## src/rtl/mem_arb_pkg.sv

```systemverilog
// Shared types and defaults for the two-client scratch-memory arbiter.
package mem_arb_pkg;

  localparam int DEF_DATA_W    = 8;
  localparam int DEF_ADDR_W    = 5;
  localparam int DEF_MEM_DEPTH = 16;

  typedef enum logic [1:0] {
    IDLE    = 2'd0,
    ISSUE   = 2'd1,
    CAPTURE = 2'd2
  } state_t;

  typedef struct packed {
    logic                  write;
    logic [DEF_ADDR_W-1:0] addr;
    logic [DEF_DATA_W-1:0] wdata;
  } req_t;

  // True when a word address falls beyond the implemented memory.
  function automatic logic addrOutOfRange(input int addr, input int depth);
    return addr >= depth;
  endfunction

endpackage

```

## src/rtl/mem_arb_if.sv

```systemverilog
// One requester channel: valid/ready request plus single-cycle response.
interface mem_arb_if #(
  parameter int DATA_W = 8,
  parameter int ADDR_W = 5
);
  logic              valid;
  logic              write;
  logic [ADDR_W-1:0] addr;
  logic [DATA_W-1:0] wdata;
  logic              ready;
  logic              rspValid;
  logic [DATA_W-1:0] rspRdata;
  logic              rspErr;

  modport master (
    output valid, write, addr, wdata,
    input  ready, rspValid, rspRdata, rspErr
  );

  modport slave (
    input  valid, write, addr, wdata,
    output ready, rspValid, rspRdata, rspErr
  );
endinterface

```

## src/rtl/mem_arb_rr.sv

```systemverilog
// Two-way round-robin picker: the requester that did not win last time
// gets priority under contention; a lone requester always wins.
module mem_arb_rr (
  input  logic [1:0] valid,
  input  logic       lastGrant,
  input  logic       accept,
  output logic       pickId,
  output logic       anyValid,
  output logic       nextGrant
);

  // Pick a requester and compute the grant history for the next cycle.
  always_comb begin
    anyValid = |valid;
    if (&valid) begin
      pickId = ~lastGrant;
    end else begin
      pickId = valid[1];
    end
    nextGrant = accept ? pickId : lastGrant;
  end

endmodule

```

## src/rtl/mem_arbiter.sv

```systemverilog
// Round-robin owner of the scratch memory port: accepts one request,
// drives the memory for one cycle, then returns a one-cycle response.
module mem_arbiter
  import mem_arb_pkg::*;
#(
  parameter int DATA_W    = DEF_DATA_W,
  parameter int ADDR_W    = DEF_ADDR_W,
  parameter int MEM_DEPTH = DEF_MEM_DEPTH
) (
  input  logic              clk,
  input  logic              rst_n,
  mem_arb_if.slave          req0,
  mem_arb_if.slave          req1,
  output logic [DATA_W-1:0] mem_wdata,
  output logic [ADDR_W-1:0] mem_addr,
  output logic              mem_we,
  input  logic [DATA_W-1:0] mem_rdata
);

  state_t            state;
  state_t            stateNext;
  logic              lastGrant;
  logic              nextGrant;
  logic              pickId;
  logic              anyValid;
  logic              accept;
  logic              pickWrite;
  logic [ADDR_W-1:0] pickAddr;
  logic [DATA_W-1:0] pickWdata;
  logic              latWrite;
  logic              latId;
  logic              latOor;
  logic [ADDR_W-1:0] latAddr;
  logic [DATA_W-1:0] latWdata;
  logic              capture;
  logic [DATA_W-1:0] rspData;

  mem_arb_rr uRr (
    .valid     ({req1.valid, req0.valid}),
    .lastGrant (lastGrant),
    .accept    (accept),
    .pickId    (pickId),
    .anyValid  (anyValid),
    .nextGrant (nextGrant)
  );

  // Acceptance strobe and the picked requester's request fields.
  always_comb begin
    accept    = rst_n && (state == IDLE) && anyValid;
    pickWrite = pickId ? req1.write : req0.write;
    pickAddr  = pickId ? req1.addr  : req0.addr;
    pickWdata = pickId ? req1.wdata : req0.wdata;
  end

  // State register.
  always_ff @(posedge clk or negedge rst_n) begin
    if (!rst_n) begin
      state <= IDLE;
    end else begin
      state <= stateNext;
    end
  end

  // Next state: one accepted access walks IDLE -> ISSUE -> CAPTURE -> IDLE.
  always_comb begin
    stateNext = state;
    case (state)
      IDLE:    if (accept) stateNext = ISSUE;
      ISSUE:   stateNext = CAPTURE;
      CAPTURE: stateNext = IDLE;
      default: stateNext = IDLE;
    endcase
  end

  // Grant history; starts at 1 so requester 0 wins the first contention.
  always_ff @(posedge clk or negedge rst_n) begin
    if (!rst_n) begin
      lastGrant <= 1'b1;
    end else begin
      lastGrant <= nextGrant;
    end
  end

  // Request latches, captured on the acceptance edge.
  always_ff @(posedge clk or negedge rst_n) begin
    if (!rst_n) begin
      latWrite <= 1'b0;
      latId    <= 1'b0;
      latOor   <= 1'b0;
      latAddr  <= '0;
      latWdata <= '0;
    end else if (accept) begin
      latWrite <= pickWrite;
      latId    <= pickId;
      latOor   <= addrOutOfRange(int'(pickAddr), MEM_DEPTH);
      latAddr  <= pickAddr;
      latWdata <= pickWdata;
    end
  end

  // Outputs: ready in IDLE, memory drive in ISSUE, response in CAPTURE.
  always_comb begin
    req0.ready = accept && !pickId;
    req1.ready = accept &&  pickId;

    mem_addr  = latAddr;
    mem_wdata = latWdata;
    mem_we    = (state == ISSUE) && latWrite && !latOor;

    capture = (state == CAPTURE);
    rspData = latOor ? '0 : mem_rdata;

    req0.rspValid = capture && !latId;
    req0.rspErr   = capture && !latId && latOor;
    req0.rspRdata = (capture && !latId) ? rspData : '0;
    req1.rspValid = capture &&  latId;
    req1.rspErr   = capture &&  latId && latOor;
    req1.rspRdata = (capture &&  latId) ? rspData : '0;
  end

endmodule

```

## src/flat_wrapper.sv

```systemverilog
// flat-port wrapper written by rule: the top's interface ports become plain ports
module mem_arbiter_flat import mem_arb_pkg::*;
#(
  parameter int DATA_W    = DEF_DATA_W,
  parameter int ADDR_W    = DEF_ADDR_W,
  parameter int MEM_DEPTH = DEF_MEM_DEPTH
)
  (clk, rst_n, mem_wdata, mem_addr, mem_we, mem_rdata, req0_valid, req0_write, req0_addr, req0_wdata, req0_ready, req0_rspValid, req0_rspRdata, req0_rspErr, req1_valid, req1_write, req1_addr, req1_wdata, req1_ready, req1_rspValid, req1_rspRdata, req1_rspErr);
  mem_arb_if #(.DATA_W(DATA_W), .ADDR_W(ADDR_W)) req0_i ();
  mem_arb_if #(.DATA_W(DATA_W), .ADDR_W(ADDR_W)) req1_i ();
  input  logic clk;
  input  logic rst_n;
  output logic [DATA_W-1:0] mem_wdata;
  output logic [ADDR_W-1:0] mem_addr;
  output logic mem_we;
  input  logic [DATA_W-1:0] mem_rdata;
  input wire logic [$bits(req0_i.valid)-1:0] req0_valid;
  input wire logic [$bits(req0_i.write)-1:0] req0_write;
  input wire logic [$bits(req0_i.addr)-1:0] req0_addr;
  input wire logic [$bits(req0_i.wdata)-1:0] req0_wdata;
  output wire logic [$bits(req0_i.ready)-1:0] req0_ready;
  output wire logic [$bits(req0_i.rspValid)-1:0] req0_rspValid;
  output wire logic [$bits(req0_i.rspRdata)-1:0] req0_rspRdata;
  output wire logic [$bits(req0_i.rspErr)-1:0] req0_rspErr;
  input wire logic [$bits(req1_i.valid)-1:0] req1_valid;
  input wire logic [$bits(req1_i.write)-1:0] req1_write;
  input wire logic [$bits(req1_i.addr)-1:0] req1_addr;
  input wire logic [$bits(req1_i.wdata)-1:0] req1_wdata;
  output wire logic [$bits(req1_i.ready)-1:0] req1_ready;
  output wire logic [$bits(req1_i.rspValid)-1:0] req1_rspValid;
  output wire logic [$bits(req1_i.rspRdata)-1:0] req1_rspRdata;
  output wire logic [$bits(req1_i.rspErr)-1:0] req1_rspErr;
  assign req0_i.valid = req0_valid;
  assign req0_i.write = req0_write;
  assign req0_i.addr = req0_addr;
  assign req0_i.wdata = req0_wdata;
  assign req0_ready = req0_i.ready;
  assign req0_rspValid = req0_i.rspValid;
  assign req0_rspRdata = req0_i.rspRdata;
  assign req0_rspErr = req0_i.rspErr;
  assign req1_i.valid = req1_valid;
  assign req1_i.write = req1_write;
  assign req1_i.addr = req1_addr;
  assign req1_i.wdata = req1_wdata;
  assign req1_ready = req1_i.ready;
  assign req1_rspValid = req1_i.rspValid;
  assign req1_rspRdata = req1_i.rspRdata;
  assign req1_rspErr = req1_i.rspErr;
  mem_arbiter #(.DATA_W(DATA_W), .ADDR_W(ADDR_W), .MEM_DEPTH(MEM_DEPTH)) u_core (.clk(clk), .rst_n(rst_n), .req0(req0_i), .req1(req1_i), .mem_wdata(mem_wdata), .mem_addr(mem_addr), .mem_we(mem_we), .mem_rdata(mem_rdata));
endmodule
```

## config.mk

```make
export PLATFORM = sky130hd
export DESIGN_NAME = mem_arbiter_flat
export DESIGN_NICKNAME = d
export VERILOG_FILES = /design/src/rtl/mem_arb_pkg.sv /design/src/rtl/mem_arb_if.sv /design/src/rtl/mem_arb_rr.sv /design/src/rtl/mem_arbiter.sv /design/src/flat_wrapper.sv
export SDC_FILE = /design/constraint.sdc
export NUM_CORES = 1
export LEC_CHECK = 0
export ABC_CLOCK_PERIOD_IN_PS = 1780
export CAP_MARGIN = 10
export CORE_MARGIN = 3
export CORE_UTILIZATION = 35
export CTS_BUF_LIST = sky130_fd_sc_hd__clkbuf_4 sky130_fd_sc_hd__clkbuf_8
export CTS_CLUSTER_SIZE = 10
export DETAILED_ROUTE_END_ITERATION = 8
export PLACE_DENSITY_LB_ADDON = 0.15
export SYNTH_ARGS = -nofsm -noshare
export SYNTH_HDL_FRONTEND = slang
export SYNTH_SLANG_ARGS = --single-unit
export TNS_END_PERCENT = 1
```

## constraint.sdc

```tcl
create_clock -name clk -period 1.78 [get_ports clk]
set_input_delay 0.445 -clock clk [delete_from_list [all_inputs] [get_ports clk]]
set_output_delay 0.445 -clock clk [all_outputs]
set_load 0.02 [all_outputs]
```

## After elaboration in Yosys (flattened, before gate mapping)

Cells that the tools add are included.

| cells by class | value |
|---|---|
| magnitude comparators | 1 |
| eq/ne operators | 3 |
| mux-type cells | 9 |
| bitwise logic cells | 1 |
| reductions and logical operators | 16 |

Operators with widths:

| kind | count |
|---|---|
| 8-bit 2-to-1 mux | 4 |
| 1-bit logical AND | 10 |
| 5-bit greater-or-equal comparator (second input constant) | 1 |
| 5-bit 2-to-1 mux | 1 |
| 2-bit one-hot mux with 2 select lines | 1 |
| 1-bit zero test | 3 |
| 2-bit by 1-bit == test with 1-bit output (second input constant) | 1 |
| 2-bit == test (second input constant) | 1 |
| 2-bit zero test | 1 |
| 1-bit 2-to-1 mux | 2 |
| 2-bit 2-to-1 mux | 1 |
| 2-bit by 1-bit != test with 1-bit output (second input constant) | 1 |
| 2-bit AND reduction | 1 |
| 2-bit OR reduction | 1 |
| 1-bit inverter | 1 |

| storage, ports and cells | value |
|---|---|
| flip-flop bits (word level) | 19 |
| input port bits | 40 |
| output and inout bits | 36 |

## Depth between registers and ports, before layout

Gate-level depths: netlist (run 1).

| logic depth | value |
|---|---|
| depth in word-level cells | 5 |
| mapped depth | 4 |
| depth with buffers taken out | 3 |

## Cells and area by module

A second synthesis (run 1) with hierarchy kept.

| unflattened totals | value |
|---|---|
| cell total of the unflattened synthesis | 93 |
| area total of the unflattened synthesis | 1084.8 um2 |

Modules (own cells, without submodules):

| module | times used | cells an instance | area each (um2) | seq. area each (um2) |
|---|---|---|---|---|
| mem_arbiter | 1 | 90 | 1052.3 | 451.7 |
| mem_arb_rr | 1 | 3 | 32.5 | 0.0 |

## Worst setup path after synthesis (run 1)

Ideal clock, no wire load.

| timing path | value |
|---|---|
| kind | input -> output |
| start | input port req1_valid |
| end | output port req1_ready |
| arrival | 1.627 ns |
| required time | 1.335 ns |
| slack | -0.292 ns |
| stages on the path | 3 |
| buffers on the path | 1 |
| cells stage by stage | a21bo_2 > buf_2 > nor4b_1 |

| on the way | value |
|---|---|
| word-level cells in the longest chain between the ends | 3 |
| elaborated cells on any way between the ends | 5 |
| those cells by class | 1 x mux; 4 x reduce/logical |

RTL lines:

| element | RTL line | source |
|---|---|---|
| start: declaration | flat_wrapper.sv:25 | `input wire logic [$bits(req1_i.valid)-1:0] req1_valid;` |
| 2-bit AND reduction / 2-bit OR reduction (equally long branches) | mem_arb_rr.sv:15, mem_arb_rr.sv:14 |  |
| 1-bit 2-to-1 mux / 1-bit logical AND (equally long branches) | mem_arb_rr.sv:15, mem_arbiter.sv:49 |  |
| 1-bit logical AND * | mem_arbiter.sv:104 | `req1.ready = accept && pickId;` |
| end: declaration | flat_wrapper.sv:29 | `output wire logic [$bits(req1_i.ready)-1:0] req1_ready;` |

Every way passes the cells marked *; elsewhere a longest branch is shown, timed or not.

## Worst setup path in the final report (run 1)

| timing path | value |
|---|---|
| start | register u_core.state[1] |
| end | output port req0_ready |

| on the way | value |
|---|---|
| word-level cells in the longest chain between the ends | 4 |

RTL lines:

| element | RTL line | source |
|---|---|---|
| start: declaration | mem_arbiter.sv:20 | `state_t state;` |
| start signal: assignment | mem_arbiter.sv:60 | `state <= stateNext;` |
| 2-bit zero test | mem_arbiter.sv:49 | `accept = rst_n && (state == IDLE) && anyValid;` |
| 1-bit logical AND (2 in a row) | mem_arbiter.sv:49 |  |
| 1-bit logical AND | mem_arbiter.sv:103 | `req0.ready = accept && !pickId;` |
| end: declaration | flat_wrapper.sv:21 | `output wire logic [$bits(req0_i.ready)-1:0] req0_ready;` |

No other way between the ends.

==> results of run 1 <==
-- worst max-delay path: cells and delay by family (launching register included) --
kind,cells,cell delay [ns]
and+or+nand+nor,2,0.43
DFF,1,0.42
buffers and inverters,2,0.29
-- routing by layer --
metal | vias to the layer above | global-route usage [%] | part of all wire (%) | wire, microns
li1 | 546 | - | - | -
met1 | 558 | 21.46 | 36 | 1281
met2 | 53 | 39.51 | 55 | 1947
met3 | 2 | 3.617 | 8.3 | 295
met4 | 0 | 5.573 | 0.45 | 16
met5 | - | 0 | 0 | 0
-- cells by family after synthesis --
| kind of cell | Yosys count |
|---|---|
| simple gates | 35 |
| compound gates | 33 |
| flops | 18 |
| buf+inv | 12 |
-- worst paths after layout --
path                                             startpoint  slack [ns]                         endpoint
worst min register to register  u_core.latWrite$_DFFE_PN0P_        0.53      u_core.latWrite$_DFFE_PN0P_
max in group asynchronous                             rst_n        1.20     u_core.lastGrant$_DFFE_PN1P_
worst max register to register  u_core.state[1]$_DFFE_PN0P_        0.13  u_core.mem_wdata[5]$_DFFE_PN0P_
worst max-delay path            u_core.state[1]$_DFFE_PN0P_        -0.1                       req0_ready
min in group clk                u_core.latWrite$_DFFE_PN0P_        0.53      u_core.latWrite$_DFFE_PN0P_
worst min-delay path                                  rst_n        0.27   u_core.mem_addr[2]$_DFFE_PN0P_
-- cell usage in the layout, fill, tap and decap left out, types with 2 or more instances in the layout --
cell             Yosys  final
a2bb2oi_1            5      5
a2bb2oi_2            9      9
clkdlybuf4s50_1      0     42
inv_2                2      3
buf_4                1     21
nand2_1              8      8
dfrtp_1             17     17
o32ai_1             14     14
a21oi_1              2      2
clkbuf_4             0      4
nor2_2               0     11
or3b_4               0      2
nor3b_4              1      2
nor2_1              19      8
dlygate4sd2_1        0      4
buf_6                0     17
dlymetal6s2s_1       0      6
-- power breakdown --
group	switching, W	internal (W)	total (W)
clock	0.000122	0.000102	0.000224
combinational	0.000426	0.000479	0.000905
sequential	0.0000833	0.000524	0.000607
total	0.000632	0.00110	0.00174
-- final cells by class --
class                           instances  area, sq um
Tap cell                               31        38.79
Multi-Input combinational cell         69        591.8
Timing Repair Buffer                   91        884.6
Clock buffer                            4        30.03
Inverter                                4        15.01
Sequential cell                        18        451.7
Fill cell                             221        793.3
-- sequential cells by signal, indices dropped and copies added (netlist names) --
name / count
u_core.lastGrant: 1
u_core.latWrite: 1
u_core.latId: 1
u_core.mem_wdata: 8
u_core.mem_addr: 5
u_core.state: 2
-- per-stage QoR --
step	util (%)	TNS, ns	area (sq um)	cells	setup slack, ns
floorplan	-	0	1056	98	0.008782
global placement	67.89	-11.53	1904	211	-0.7119
detailed placement	67.89	-12.50	1904	211	-0.7412
CTS	69.98	-1.468	1963	217	-0.1062
global route	71.72	-3.049	2012	217	-0.1955
finish	71.72	-1.461	2012	217	-0.09903
-- what timing repair did --
action,CTS,global route
hold endpoints to repair,0,0
cloned,1,0
pin swaps,10,1
endpoints found under the setup margin,29,29
setup buffers,1,0
resized for setup,142,16
==> key figures, run 1 <==
Outcome
  – Status: finished, violations left
  – Violated checks: negative setup slack

Setup path
  – Depth of the worst register-to-register path: 5
  – Critical Path RT: 1.33 ns
  – Critical path, cell by cell: buf_6, nor3b_4, nor3b_4, buf_6
  – Worst setup SP type: flop
  – Crit-path max cell delay: 0.42 ns
  – Setup crit end kind: output pin
  – Largest fanout on the critical path: 4
  – Slowest cell on the critical path: dfrtp_1
  – Arr. time, crit path: 1.43 ns
  – Crit path kind: reg -> out

Finish
  – Nets@finish: 227
  – Antenna diodes: 0
  – Share of cells above drive strength 1: 40.32%
  – Area grow syn2layout: 93.27%

Route
  – Final ANT Viol Nets: 0
  – WL/cell: 16.31 microns
  – Routed vias: 1,159
  – Residual DRC: 0
  – Via density: 5.341
  – Detailed Routing Iterations Pass 1: 4
  – Initial DRC count: 56
  – Final WL: 3.540 mm

STA
  – Worst Tran Pin Value: 0.3389 ns
  – Number of setup violations in the final report: 22
  – Worst clock skew: 0.005367 ns
  – Final hold violation count: 0
  – Fin crit share: 105.6%
  – Setup ws final: -0.09903 ns
  – Hold Slack: 0.2731 ns
  – RSZ-0062 raised after global routing: yes
  – Fmax: 532.2 MHz
  – Min cycle time layout: 1.879 ns
  – Final Max Tran Viols: 0
  – Relative slew slack: 77.34%

Power
  – PwrDens: 863.2 nW/um^2
  – Leak: 0.8671 nW
  – Max rail drop VDD: 515.8 uV
  – Power Total: 0.001737 W

Place
  – Placer Congestion: 0.6856
  – HPWL after DPL: 2.686 mm
  – Port bufs: 75

Synthesis
  – Count leader, synth: nor2_1
  – Number of synthesized flops with an enable pin: 0
  – Largest family of logic cells by synthesized area: compound AO/OA/AOI/OAI gates
  – Post-synth top area share: 40.87%
  – Dominant cells by area after synthesis: dfrtp_1, a2bb2oi_2, o32ai_1, nor2_1, a2bb2oi_1
  – Post-synthesis cell area: 1041 sq um
  – Commonest cells in the netlist: nor2_1, dfrtp_1, o32ai_1
  – Top FF cell, synth: dfrtp_1
  – Post-Syn Nets: 138
  – Sequential-to-total area share from yosys stat: 43.39%
  – Synth cell types: 25
  – Syn. warnings: 0
  – Synth Area in Compound Gates: 32.93%
  – Ys async rst share: 100.0%
  – Synth Instances: 98
  – Mean Syn Cell Area: 10.62 sq um
  – Yosys reg bits: 18
  – Post-synthesis xor/xnor area fraction: 0%
  – Post-synthesis simple-gate area fraction: 17.07%
  – Synth Area in Adders: 0%
  – Area leader, netlist: dfrtp_1
  – Multiplexer area fraction after synthesis: 0%

Clock tree
  – Root Buffer: clkbuf_4
  – Worst-skew pair later-pin latency: 0.29 ns
  – TritonCTS clock tree: yes
  – CTS max path bufs: 2
  – Clk sinks: 18
  – Clock transition at the registers of the reported paths: 0.10 ns
  – Inserted Clock Buffers: 3
  – Hold Buf Count CTS: 0
  – H-tree levels: 1

Global route
  – Global-route wire length before repair: 5.368 mm
  – GRT Util Overall: 19.99%
  – Total gr overflow: 0
  – Initial antenna violation count: 0
  – Largest net degree at the start of global routing: 19
  – Vias in the first global route: 1,172

Floorplan
  – Starting Density: 37.11%
  – Rows: 19
  – I/O Pins: 76
  – Die H: 60.54 microns
  – Core Area: 2805 sq um
  – Die area: 3664 sq um
  – Die Span X: 60.54 microns

Run
  – Total of max-cap violations: 0

Worst hold path
  – Hold crit path type: in -> async
Power figures use the tool's default switching activity.
==> run 2, diff against run 1 <==
--- a/config.mk
+++ b/config.mk
@@ -5,7 +5,7 @@
 export SDC_FILE = /design/constraint.sdc
 export NUM_CORES = 1
 export LEC_CHECK = 0
-export ABC_CLOCK_PERIOD_IN_PS = 1780
+export ABC_CLOCK_PERIOD_IN_PS = 2000
 export CAP_MARGIN = 10
 export CORE_MARGIN = 3
 export CORE_UTILIZATION = 35
==> constraint.sdc (replaced) <==
create_clock -name clk -period 2 [get_ports clk]
set_input_delay 0.5 -clock clk [delete_from_list [all_inputs] [get_ports clk]]
set_output_delay 0.5 -clock clk [all_outputs]
set_load 0.05 [all_outputs]
==> run 2 against run 1 <==
Compared with the run above: largest cell class unchanged; critical path type unchanged; sequential share of layout area decreased by 2.2 points; final cell count decreased by 0.92%; critical path depth decreased by 1; count of clock-buffer cells in the layout unchanged; final area increased by 11%; the flow still finishes with violations (negative setup slack).
==> key figures, run 2 (synthesized netlist as in run 1, its figures left out) <==
Outcome
  – Status: finished, violations left
  – Violated checks: negative setup slack

Finish
  – Register area: 451.7 sq um (unchanged)
  – Nets@finish: 225 (-0.88%)
  – Area grow syn2layout: 114.2%
  – Largest register FFs: 8 (unchanged)
  – Post-Layout Cell Count: 215 (-0.92%)
  – Multi-input gate area: 626.9 sq um (+5.9%)
  – Share of cells above drive strength 1: 48.91% (+8.6 points)
  – Commonest cells after routing, fill and taps aside: clkdlybuf4s50_1, buf_4, buf_12
  – Antenna diodes: 0 (unchanged)
  – Fin area: 2230 sq um (+11%)
  – Fillers: 181 (-18%)
  – Commonest non-fill, non-tap cell in the layout: clkdlybuf4s50_1

STA
  – Fin crit share: 100.8%
  – Hold Slack: 0.3346 ns (+0.06151 ns)
  – Setup ws final: -0.01690 ns (+0.08213 ns)
  – Worst Tran Pin Value: 0.4159 ns (+0.07701 ns)
  – Min cycle time layout: 2.017 ns
  – Number of setup violations in the final report: 8 (-64%)
  – Relative slew slack: 72.19% (-5.1 points)
  – Final hold violation count: 0 (unchanged)
  – Worst clock skew: 0.004832 ns (-0.0005347 ns)
  – Final Max Tran Viols: 0 (unchanged)
  – RSZ-0062 raised after global routing: yes
  – Fmax: 495.8 MHz

Setup path
  – Reg-to-reg endpoint: u_core.mem_wdata[4]$_DFFE_PN0P_
  – Slowest cell on the critical path: or3b_4
  – Setup crit end kind: output pin
  – Worst setup SP type: flop
  – Start of the worst register-to-register path: u_core.state[0]$_DFFE_PN0P_
  – Arr. time, crit path: 1.52 ns (+0.09 ns)
  – CP Buf/Inv Count: 1 (-1)
  – Depth of the worst register-to-register path: 7 (+2)
  – R2R setup slack: 0.20 ns (+0.07 ns)
  – Largest fanout on the critical path: 5 (+1)
  – Cell family with most CP delay: simple AND/OR/NAND/NOR gates
  – Critical path, cell by cell: or3b_4, nor2_4, buf_12
  – Crit path kind: reg -> out
  – Setup crit start: u_core.state[0]$_DFFE_PN0P_
  – Critical Path RT: 1.50 ns (+0.17 ns)
  – Crit-path max cell delay: 0.51 ns (+0.09 ns)

Floorplan
  – Rows: 19 (unchanged)
  – Die H: 60.54 microns (unchanged)
  – Core Area: 2805 sq um (unchanged)
  – I/O Pins: 76 (unchanged)
  – Starting Density: 37.11% (unchanged)
  – Die area: 3664 sq um (unchanged)
  – Die Span X: 60.54 microns (unchanged)

Place
  – Placed cell areas: 2064 sq um (+8.4%)
  – HPWL after DPL: 2.643 mm (-1.6%)
  – Setup Slack @ Placement: -0.2373 ns (+0.5039 ns)
  – Dpl cells: 206 (-2.4%)
  – Placer Congestion: 0.7864 (+15%)
  – Port bufs: 75 (unchanged)

Power
  – PwrDens: 817.4 nW/um^2 (-5.3%)
  – Sw frac: 44.02% (+7.6 points)
  – Flop pwr share: 30.2% (-4.8 points)
  – Leak: 0.8778 nW (+1.2%)
  – Psw: 0.0008022 W (+27%)
  – Max rail drop VDD: 615.3 uV (+19%)
  – Clock power frac: 11.7% (-1.2 points)
  – Cell Int Power: 0.001020 W (-7.6%)
  – Gate power share: 58.1% (+6.0 points)

Clock tree
  – Root Buffer: clkbuf_4
  – Clock transition at the registers of the reported paths: 0.10 ns (about the same)
  – CTS max path bufs: 2 (unchanged)
  – Worst-skew pair later-pin latency: 0.28 ns (about the same)
  – H-tree levels: 1 (unchanged)
  – Clk sinks: 18 (unchanged)
  – Hold Buf Count CTS: 0 (unchanged)
  – TritonCTS clock tree: yes
  – Inserted Clock Buffers: 3 (unchanged)

Global route
  – Global-route wire length before repair: 5.347 mm (-0.39%)
  – Largest net degree at the start of global routing: 19 (unchanged)
  – GRT Util Overall: 19.23% (-0.76 points)
  – Initial antenna violation count: 0 (unchanged)
  – Vias in the first global route: 1,189 (+1.5%)
  – Total gr overflow: 0 (unchanged)

Route
  – Final ANT Viol Nets: 0 (unchanged)
  – Initial DRC count: 40 (-29%)
  – WL/cell: 16.85 microns (+3.3%)
  – Detailed Routing Iterations Pass 1: 4 (unchanged)
  – Residual DRC: 0 (unchanged)
  – Final WL: 3.622 mm (+2.3%)
  – Routed vias: 1,185 (+2.2%)
  – Via density: 5.512 (+3.2%)

Worst hold path
  – Hold crit path type: in -> async

Run
  – Total of max-cap violations: 0 (unchanged)
-- run 2: repair_timing --
item,CTS,global route
pin swaps,1,9
gates cloned,0,1
setup endpoints to repair,21,21
endpoints found under the hold margin,0,0
setup buffers,1,3
resized for setup,8,23
-- run 2: power by group through the flow --
| stage | registers, W | logic [W] | clock network, W |
|---|---|---|---|
| after floorplan | 0.000778 | 0.000398 | 0 |
| after global placement | 0.000541 | 0.000989 | 0 |
| after detailed placement | 0.000544 | 0.00101 | 0 |
| after CTS | 0.000543 | 0.00102 | 0.000220 |
| after global routing | 0.000561 | 0.00111 | 0.000237 |
| final | 0.000551 | 0.00106 | 0.000213 |
-- run 2: per-layer routing --
metal,global-route usage (%),routed length [microns]
met1,22.52,1326
met2,34.26,1923
met3,4.043,319
met4,7.740,52
met5,0,0
-- run 2: final cells by class --
type                    count  share of cell area (%)
multi-input cells          69                   28.11
well taps                  31                   1.740
inverters                   4                  0.8418
repair buffers             89                   47.42
flip-flops and latches     18                   20.26
clock buffers               4                   1.627
-- run 2: worst max path at each step --
stage | to | cells after the start
after floorplan | req0_rspRdata[0] | 3
after global placement | req0_ready | 4
after detailed placement | req0_ready | 4
after CTS | req1_rspRdata[1] | 4
after global routing | req0_ready | 4
final | req0_rspRdata[6] | 3
-- run 2: worst register-to-register path, cell delays in order (launching register included) --
cell and delay (ns):
dfrtp_1 0.44, buf_6 0.15, nor3b_4 0.17, buf_4 0.13, buf_4 0.09, buf_4 0.25, o21a_4 0.33, a2bb2oi_1 0.18
-- run 2: through the flow --
| stage | util, % | power [W] | setup TNS (ns) |
|---|---|---|---|
| floorplan | - | 0.001176 | -1.875 |
| detailed placement | 73.60 | 0.001550 | -1.780 |
| global placement | 73.60 | 0.001530 | -1.523 |
| finish | 79.48 | 0.001822 | -0.07571 |
| global route | 79.48 | 0.001907 | -0.8032 |
| CTS | 75.78 | 0.001782 | -0.9936 |
